--- src/rtl/fp_adder_driver.sv ---
// Initiator for the serial-operand FP32 adder: issues A then B on a shared bus and queues sums.
// Define FP_ADDER_DRIVER_STATS_EN to add the stat_jobs / stat_dummy counters.
module fp_adder_driver #(
    parameter int RES_DEPTH = 2,
    parameter int TIMEOUT   = 63
) (
    input  logic        clock,
    input  logic        nreset,
    input  logic        in_valid,
    output logic        in_ready,
    input  logic [31:0] in_a,
    input  logic [31:0] in_b,
    output logic [31:0] fp_a,
    input  logic        fp_ready,
    input  logic [31:0] fp_sum,
    output logic        out_valid,
    input  logic        out_ready,
    output logic [31:0] out_sum,
    output logic        err_timeout,
`ifdef FP_ADDER_DRIVER_STATS_EN
    output logic        err_protocol,
    output logic [15:0] stat_jobs,
    output logic [15:0] stat_dummy
`else
    output logic        err_protocol
`endif
);

    localparam int PTR_W = (RES_DEPTH > 1) ? $clog2(RES_DEPTH) : 1;
    localparam int OCC_W = $clog2(RES_DEPTH + 1);
    localparam int WD_W  = (TIMEOUT > 1) ? $clog2(TIMEOUT + 1) : 1;

    localparam logic [PTR_W-1:0] LAST_PTR  = PTR_W'(RES_DEPTH - 1);
    localparam logic [OCC_W-1:0] DEPTH_OCC = OCC_W'(RES_DEPTH);
    localparam logic [WD_W-1:0]  WD_LIMIT  = WD_W'(TIMEOUT - 1);

    typedef enum logic [1:0] {
        SYNC   = 2'd0,
        LOAD_A = 2'd1,
        LOAD_B = 2'd2,
        WAIT   = 2'd3
    } state_t;

    state_t            state;
    state_t            state_next;
    logic              busy;
    logic [31:0]       b_hold;
    logic [WD_W-1:0]   watchdog;
    logic              issue;
    logic              proto_err;
    logic              timeout_hit;
    logic              accept;
    logic              push;
    logic              pop;
    logic [31:0]       mem [RES_DEPTH];
    logic [PTR_W-1:0]  wr_ptr;
    logic [PTR_W-1:0]  rd_ptr;
    logic [OCC_W-1:0]  occ;
    logic [OCC_W-1:0]  occ_next;

    function automatic logic [PTR_W-1:0] next_ptr(input logic [PTR_W-1:0] p);
        return (p == LAST_PTR) ? '0 : p + 1'b1;
    endfunction

    // State register
    always_ff @(posedge clock or negedge nreset) begin
        if (!nreset) state <= SYNC;
        else         state <= state_next;
    end

    // Next-state logic
    always_comb begin
        state_next = state;
        case (state)
            SYNC:    if (fp_ready) state_next = LOAD_A;
            LOAD_A:  state_next = fp_ready ? SYNC : LOAD_B;
            LOAD_B:  state_next = fp_ready ? SYNC : WAIT;
            WAIT: begin
                if (fp_ready)                    state_next = LOAD_A;
                else if (watchdog == WD_LIMIT)   state_next = SYNC;
            end
            default: state_next = SYNC;
        endcase
    end

    // Output / event decode
    always_comb begin
        issue       = 1'b0;
        proto_err   = 1'b0;
        timeout_hit = 1'b0;
        case (state)
            SYNC:           issue = fp_ready;
            LOAD_A, LOAD_B: proto_err = fp_ready;
            WAIT: begin
                issue       = fp_ready;
                timeout_hit = !fp_ready && (watchdog == WD_LIMIT);
            end
            default: ;
        endcase
    end

    // Space for a new job is reserved against the occupancy after this cycle's push/pop
    assign push      = issue && busy;
    assign pop       = out_valid && out_ready;
    assign occ_next  = occ + OCC_W'(push) - OCC_W'(pop);
    assign in_ready  = nreset && issue && (occ_next < DEPTH_OCC);
    assign accept    = in_valid && in_ready;
    assign out_valid = (occ != '0);
    assign out_sum   = out_valid ? mem[rd_ptr] : '0;

    always_ff @(posedge clock or negedge nreset) begin
        if (!nreset) begin
            fp_a         <= '0;
            busy         <= 1'b0;
            watchdog     <= '0;
            err_timeout  <= 1'b0;
            err_protocol <= 1'b0;
        end else begin
            if (issue) begin
                fp_a <= accept ? in_a : '0;
                busy <= accept;
            end else if (proto_err) begin
                fp_a         <= '0;
                busy         <= 1'b0;
                err_protocol <= 1'b1;
            end else if (state == LOAD_A) begin
                fp_a <= b_hold;
            end else if (state == LOAD_B) begin
                fp_a <= '0;
            end
            if (timeout_hit) begin
                busy        <= 1'b0;
                err_timeout <= 1'b1;
            end
            if (state == LOAD_B)
                watchdog <= '0;
            else if (state == WAIT && !fp_ready)
                watchdog <= watchdog + 1'b1;
        end
    end

    // Operand B is a data register only; its value matters only after an issue
    always_ff @(posedge clock) begin
        if (issue) b_hold <= accept ? in_b : '0;
    end

    always_ff @(posedge clock) begin
        if (push) mem[wr_ptr] <= fp_sum;
    end

    always_ff @(posedge clock or negedge nreset) begin
        if (!nreset) begin
            wr_ptr <= '0;
            rd_ptr <= '0;
            occ    <= '0;
        end else begin
            if (push) wr_ptr <= next_ptr(wr_ptr);
            if (pop)  rd_ptr <= next_ptr(rd_ptr);
            occ <= occ_next;
        end
    end

`ifdef FP_ADDER_DRIVER_STATS_EN
    always_ff @(posedge clock or negedge nreset) begin
        if (!nreset) begin
            stat_jobs  <= '0;
            stat_dummy <= '0;
        end else begin
            if (push)             stat_jobs  <= stat_jobs + 1'b1;
            if (issue && !accept) stat_dummy <= stat_dummy + 1'b1;
        end
    end
`endif

endmodule

--- config.mk ---
export PLATFORM = sky130hd
export DESIGN_NAME = fp_adder_driver
export DESIGN_NICKNAME = d
export VERILOG_FILES = /design/src/rtl/fp_adder_driver.sv
export SDC_FILE = /design/constraint.sdc
export NUM_CORES = 1
export LEC_CHECK = 0
export CAP_MARGIN = 20
export CELL_PAD_IN_SITES_DETAIL_PLACEMENT = 1
export CELL_PAD_IN_SITES_GLOBAL_PLACEMENT = 1
export CORE_AREA = 8 8 132 134
export DETAILED_ROUTE_END_ITERATION = 7
export DIE_AREA = 0 0 140 142
export PLACE_DENSITY_LB_ADDON = 0.1
export SKIP_CTS_REPAIR_TIMING = 1
export SYNTH_ARGS = -nofsm -noshare
export SYNTH_HDL_FRONTEND = slang
export SYNTH_SLANG_ARGS = --single-unit
--- constraint.sdc ---
create_clock -name clock -period 6.6 [get_ports clock]
set_input_delay 0.66 -clock clock [delete_from_list [all_inputs] [get_ports clock]]
set_output_delay 0.66 -clock clock [all_outputs]
set_load 0.02 [all_outputs]
==> metrics.yaml, run 1 <==
timing:
  setup_viol: 0
  finalHoldViolCount: 0
  worst_slew_pin_slew_ns: 0.9897
  finalCritPeriodShare_pct: 60.18
  max_freq_mhz: 251.8
  skew_ns: 0.009485
  final.setup.tns_ns: 0
  slew_headroom_pct: 34.02
  drv_slew: 0
  rsz0062_at_grt: "false"
  layout_min_cycle_time_ns: 3.972
clocking:
  clock_latency_ns: 0.42
  cts_tree: "yes"
  cts.clk_slew.worst_paths_ns: 0.06
  cts_buffers: 17
  clockBufferDepth: 2
  cts_root_buffer: "clkbuf_16"
  htree_levels: 4
  cts.sinks: 143
critical_path:
  cpMaxStageDelayCell: "clkdlybuf4s50_1"
  reg2regPathDepth: 11
  end_kind: "output port"
  worstSetupPathType: "reg -> out"
  worstPathArrival_ns: 3.31
  crit_top_cell: "inv_1"
  critPathLaunch: "occ[0]"
  cp_top_family: "buffers and inverters"
  worst_ep_required_time_ns: 5.94
  rr_endpoint: "b_hold[11]"
  path_buf_inv: 5
  cp_max_fo: 33
  r2r-start: "occ[0]"
  cpPeakStageDelay_ns: 0.59
  crit_chain: "nor2_2 -> buf_4 -> inv_1 -> and2_1 -> ha_1 -> inv_1 -> ha_1 -> xor3_2 -> or2_2 -> inv_1 -> clkdlybuf4s50_1"
  cp-start-kind: "flop"
  regToRegSetupSlack_ns: 3.31
route:
  drcViolationCount: 0
  wl_mm: 15.98
  drtPass1Iterations: 4
  drt-initial-drc-count: 121
  avgRoutedWirePerCell_um: 19.09
  ant_nets: 0
  vias: 4214
  via_per_inst: 5.035
layout:
  area_growth_pct: 39.27
  fin_area_mm2: 0.008737
  drive_gt1_share_pct: 11.01
  diodes: 0
  num-nets-final: 742
  nFillCells: 1539
place:
  post-dp-hpwl_mm: 11.12
  io_buffers: 168
  gp_congestion: 0.7436
  placed_area_mm2: 0.008142
global_routing:
  grt_max_degree: 49
  grt_pass1_vias: 4781
  antenna_found_initial: 1
  grtUsageTotal_pct: 16.55
  grt_first_pass_wirelength_mm: 25.52
  grt-ovfl-total: 0
floorplanning:
  row_count: 46
  die_h_um: 142
  core_mm2: 0.01542
  fp.dieW_um: 140
  ios: 169
  die-area_mm2: 0.01988
  start_util_pct: 40.67
hold_path:
  hp-class: "in -> async"
yosys:
  synth_seq_area_share_pct: 64.70
  synth_seq_cells: 143
  yosysUniqueCellTypes: 44
  async_flop_share_pct: 32.87
  synth_ff_type: "edfxtp_1"
  syn_nets: 574
  synth_edf_count: 96
  synth_cells: 464
  syn_avg_cell_area_um2: 13.52
  synth_warnings: 0
  synth_area_mm2: 0.006274
power_and_ir_drop:
  power_density_mw_per_mm2: 437.2
  ir_drop_uv: 204.7
  p_leak_nw: 3.473
status:
  status: "finished, final reports clean"
flow_run:
  max_cap_violations: 0
-- cell usage in the layout, fill, tap and decap left out, types with 2 or more instances in the layout --
master	n
a21boi_0	24
a21oi_1	6
a31oi_1	6
and2_1	33
and3_1	2
buf_2	2
buf_4	8
bufinv_16	3
clkbuf_16	17
clkdlybuf4s50_1	166
clkinv_2	5
clkinv_4	4
dfrtp_1	46
edfxtp_1	96
ha_1	9
inv_1	37
mux2i_1	33
nand2_1	7
nand2b_1	2
nand3_1	2
nand3b_1	2
nor2_1	61
nor2b_1	7
nor4_1	2
o21ai_0	4
o22a_1	2
o2bb2ai_1	6
o32ai_1	4
o32ai_2	18
o32ai_4	2
or2_2	2
or3_1	4
xnor2_1	2
xor2_1	2
-- routing by layer --
metal	vias up	part of all wire (%)	wire [µm]	GRT usage (%)
li1	1991	-	-	-
met1	2074	43	6816	19.50
met2	128	49	7901	27.64
met3	19	6.4	1015	5.502
met4	2	1.4	229	6.343
met5	-	0.081	13	0
-- cell usage after synthesis, types with 5 or more instances --
cell	n	share of area, %
buf_2	5	0.40
and2_1	33	3.3
inv_1	37	2.2
a21oi_1	6	0.48
edfxtp_1	96	46
a21boi_0	24	2.9
clkbuf_1	18	1.1
o32ai_2	18	4.7
o2bb2ai_1	6	0.84
nor2b_1	8	0.80
mux2i_1	33	5.3
dfrtp_1	47	19
nand2_1	7	0.42
ha_1	9	1.8
nor2_1	63	3.8
a31oi_1	6	0.60
-- cells by family after synthesis --
| kind of cell | count (synthesis) | share of synthesized area, % |
|---|---|---|
| AOI/OAI and AO/OA | 79 | 12.43 |
| xor gates and xnor gates | 5 | 0.9574 |
| adders and majority gates | 9 | 1.795 |
| buffers and inverters | 65 | 4.687 |
| DFF | 143 | 64.70 |
| muxes | 33 | 5.265 |
| and+or+nand+nor | 130 | 10.17 |
-- area by class of cell --
type	count	area (µm²)	area share [%]
Multi-Input combinational cell	256	1943	22.24
Tap cell	192	240.2	2.750
Sequential cell	143	4060	46.47
Clock inverter	14	166.4	1.905
Clock buffer	18	429.2	4.912
Inverter	37	138.9	1.590
Timing Repair Buffer	177	1759	20.13
-- per-stage QoR --
stage / hold WS (ns) / std cells / total power, mW / util [%] / worst slack [ns]
detailed placement: 0.4553 / 805 / 2.907 / 52.78 / 2.728
floorplan: 0.3644 / 464 / 2.228 / - / 2.057
CTS: 0.3703 / 837 / 3.880 / 56.64 / 2.560
global route: 0.4148 / 837 / 4.036 / 56.64 / 2.411
global placement: 0.4443 / 804 / 2.825 / 52.60 / 2.786
finish: 0.3625 / 837 / 3.820 / 56.64 / 2.628
-- flip-flops by register name, indices dropped and copies added (netlist names), 2 cells and up --
register	count
b_hold	32
mem	64
fp_a	32
watchdog	6
occ	2
state	2
-- how the worst max path moves through the flow --
| stage | cells past startpoint | end | slack [ns] |
|---|---|---|---|
| after floorplan | 4 | mem[0][0] | 2.06 |
| after global placement | 10 | in_ready | 2.79 |
| after detailed placement | 10 | in_ready | 2.73 |
| after CTS | 11 | in_ready | 2.56 |
| after global routing | 11 | in_ready | 2.41 |
| final | 11 | in_ready | 2.63 |
-- worst reg2reg max path, stage by stage, from the launching register on --
cell	delay, ns
dfrtp_1	0.39
nor2_2	0.10
buf_4	0.34
inv_1	0.10
and2_1	0.20
ha_1	0.29
inv_1	0.06
ha_1	0.14
xor3_2	0.32
nor3_2	0.66
buf_4	0.39
and2_1	0.17
-- report_power, final --
part | internal [mW] | switching [mW] | total [mW]
sequential | 1.16 | 0.142 | 1.30
combinational | 0.721 | 0.837 | 1.56
clock | 0.594 | 0.365 | 0.959
No activity file was read; power rests on OpenSTA's default activity.
==> inputs of run 2 (changes only) <==
CORE_AREA = 8 8 143 145   (was 8 8 132 134)
DIE_AREA = 0 0 151 153   (was 0 0 140 142)
clock period = 3.3 ns   (was 6.6 ns; I/O delays follow)
==> run 2 against run 1 <==
Net effect: utilization shrank 8.6 points; cell count grew 5.4%; combinational power grew 99%; critical endpoint unchanged; power grew 99%.
==> metrics.yaml, run 2 (same netlist as run 1, synthesis figures left out) <==
critical_path:
  reg2regPathDepth: 10
  worstPathArrival_ns: 2.65
  cp-start-kind: "flop"
  cp_max_fo: 6
  cpPeakStageDelay_ns: 0.38
  crit_chain: "inv_1 -> ha_1 -> nor2b_4 -> nand2_1 -> inv_1 -> ha_1 -> xor3_2 -> or2_2 -> inv_1 -> dlymetal6s2s_1"
  crit_top_cell: "inv_1"
  worstSetupPathType: "reg -> out"
  cpMaxStageDelayCell: "dfrtp_1"
  end_kind: "output port"
  worst_ep_required_time_ns: 2.97
timing:
  drv_slew: 0
  holdWs_ns: 0.06536
  max_freq_mhz: 335.6
  final.setup.tns_ns: 0
  finalHoldViolCount: 0
  finalCritPeriodShare_pct: 90.28
  slew_headroom_pct: 36.63
  setup_viol: 0
  worst_slew_pin_slew_ns: 0.9483
  layout_min_cycle_time_ns: 2.979
  rsz0062_at_grt: "false"
  setup_ws_ns: 0.3207
  skew_ns: 0.007790
route:
  drt-initial-drc-count: 103
  wl_mm: 16.61
  drcViolationCount: 0
  drtPass1Iterations: 4
  avgRoutedWirePerCell_um: 18.83
  via_per_inst: 4.768
  vias: 4205
  ant_nets: 0
floorplanning:
  core_mm2: 0.01827
  start_util_pct: 34.34
  die_h_um: 153
  die-area_mm2: 0.02310
  ios: 169
  row_count: 50
  fp.dieW_um: 151
status:
  status: "finished, final reports clean"
power_and_ir_drop:
  seqPwrFrac_pct: 34.0
  clockPowerShare_pct: 25.1
  p_leak_nw: 3.490
  power_density_mw_per_mm2: 865.7
  intPower_mw: 4.921
  p_sw_share_pct: 35.25
  power_frac_comb_pct: 40.9
  switching_power_mw: 2.679
  ir_drop_uv: 365.7
clocking:
  cts_buffers: 17
  cts.clk_slew.worst_paths_ns: 0.06
  clockBufferDepth: 2
  cts_tree: "yes"
  cts_root_buffer: "clkbuf_16"
  cts.sinks: 143
  htree_levels: 4
  clock_latency_ns: 0.41
hold_path:
  hp-class: "in -> async"
global_routing:
  grt-ovfl-total: 0
  grtUsageTotal_pct: 14.71
  grt_pass1_vias: 4855
  antenna_found_initial: 0
  grt_first_pass_wirelength_mm: 26.36
  grt_max_degree: 48
layout:
  num-nets-final: 745
  area_growth_pct: 39.93
  largestRegisters: "mem: 64 flops, b_hold: 32 flops, fp_a: 32 flops"
  fin_area_mm2: 0.008778
  drive_gt1_share_pct: 10.82
  mostFrequentLayoutCell: "clkdlybuf4s50_1"
  largest_reg_flops: 64
  top_register: "mem"
  final_cell_mix: "clkdlybuf4s50_1 (165), edfxtp_1 (96), nor2_1 (61), dfrtp_1 (46), inv_1 (37)"
place:
  io_buffers: 168
  post-dp-hpwl_mm: 11.56
  gp_congestion: 0.7201
  dp_slack_ns: 0.2887
  placed_area_mm2: 0.008197
flow_run:
  max_cap_violations: 0
## run 2: power groups by stage
stage | registers (mW) | clock network [mW] | logic (mW)
2_1_floorplan | 2.67 | 0 | 1.79
3_3_place_gp | 2.61 | 0 | 3.10
3_5_place_dp | 2.63 | 0 | 3.17
4_1_cts | 2.60 | 1.96 | 3.19
5_1_grt | 2.64 | 2.02 | 3.41
6_report | 2.58 | 1.90 | 3.11
## run 2: stage by stage
step	cells	util [%]	power, mW
floorplan	464	-	4.463
global placement	850	44.87	5.706
detailed placement	850	44.87	5.798
CTS	881	48.03	7.741
global route	881	48.04	8.069
finish	882	48.05	7.599
## run 2: layer usage
layer	vias to the layer above	wire (µm)	share of wire, %	track usage, %
li1	1998	-	-	-
met1	2070	7039	42	17.39
met2	122	8232	50	24.78
met3	15	1103	6.6	4.606
met4	0	235	1.4	4.715
met5	-	0	0	0
## run 2: area by class of cell
class	count	area (µm²)
Antenna cell	1	2.502
Sequential cell	143	4060
Multi-Input combinational cell	256	1943
Tap cell	234	292.8
Clock inverter	11	140.1
Fill cell	1885	9489
Clock buffer	20	436.7
Inverter	37	138.9
Timing Repair Buffer	180	1764
## run 2: worst max-delay path, delay by kind of cell (launching register included)
family	cells	cell delay, ns
simple gates	3	0.60
fa+ha+maj	2	0.50
buf+inv	4	0.45
flops	1	0.38
xor+xnor	1	0.31
## run 2: path summary, 6_finish.rpt
path	start	endpoint	slack, ns
setup / recovery	state[0]	in_ready	0.32
hold / removal	nreset	fp_a[25]	0.07
setup reg to reg	state[0]	fp_a[1]	0.72
hold reg to reg	err_protocol	err_protocol	0.46
max in group asynchronous	nreset	rd_ptr	2.76
min in group clock	fp_ready	wr_ptr	0.45
==> inputs of run 3 (changes only) <==
SLEW_MARGIN = 20   (was default)
==> results of run 3 <==
No change in the layout: final DEF, timing and power equal those of run 2.
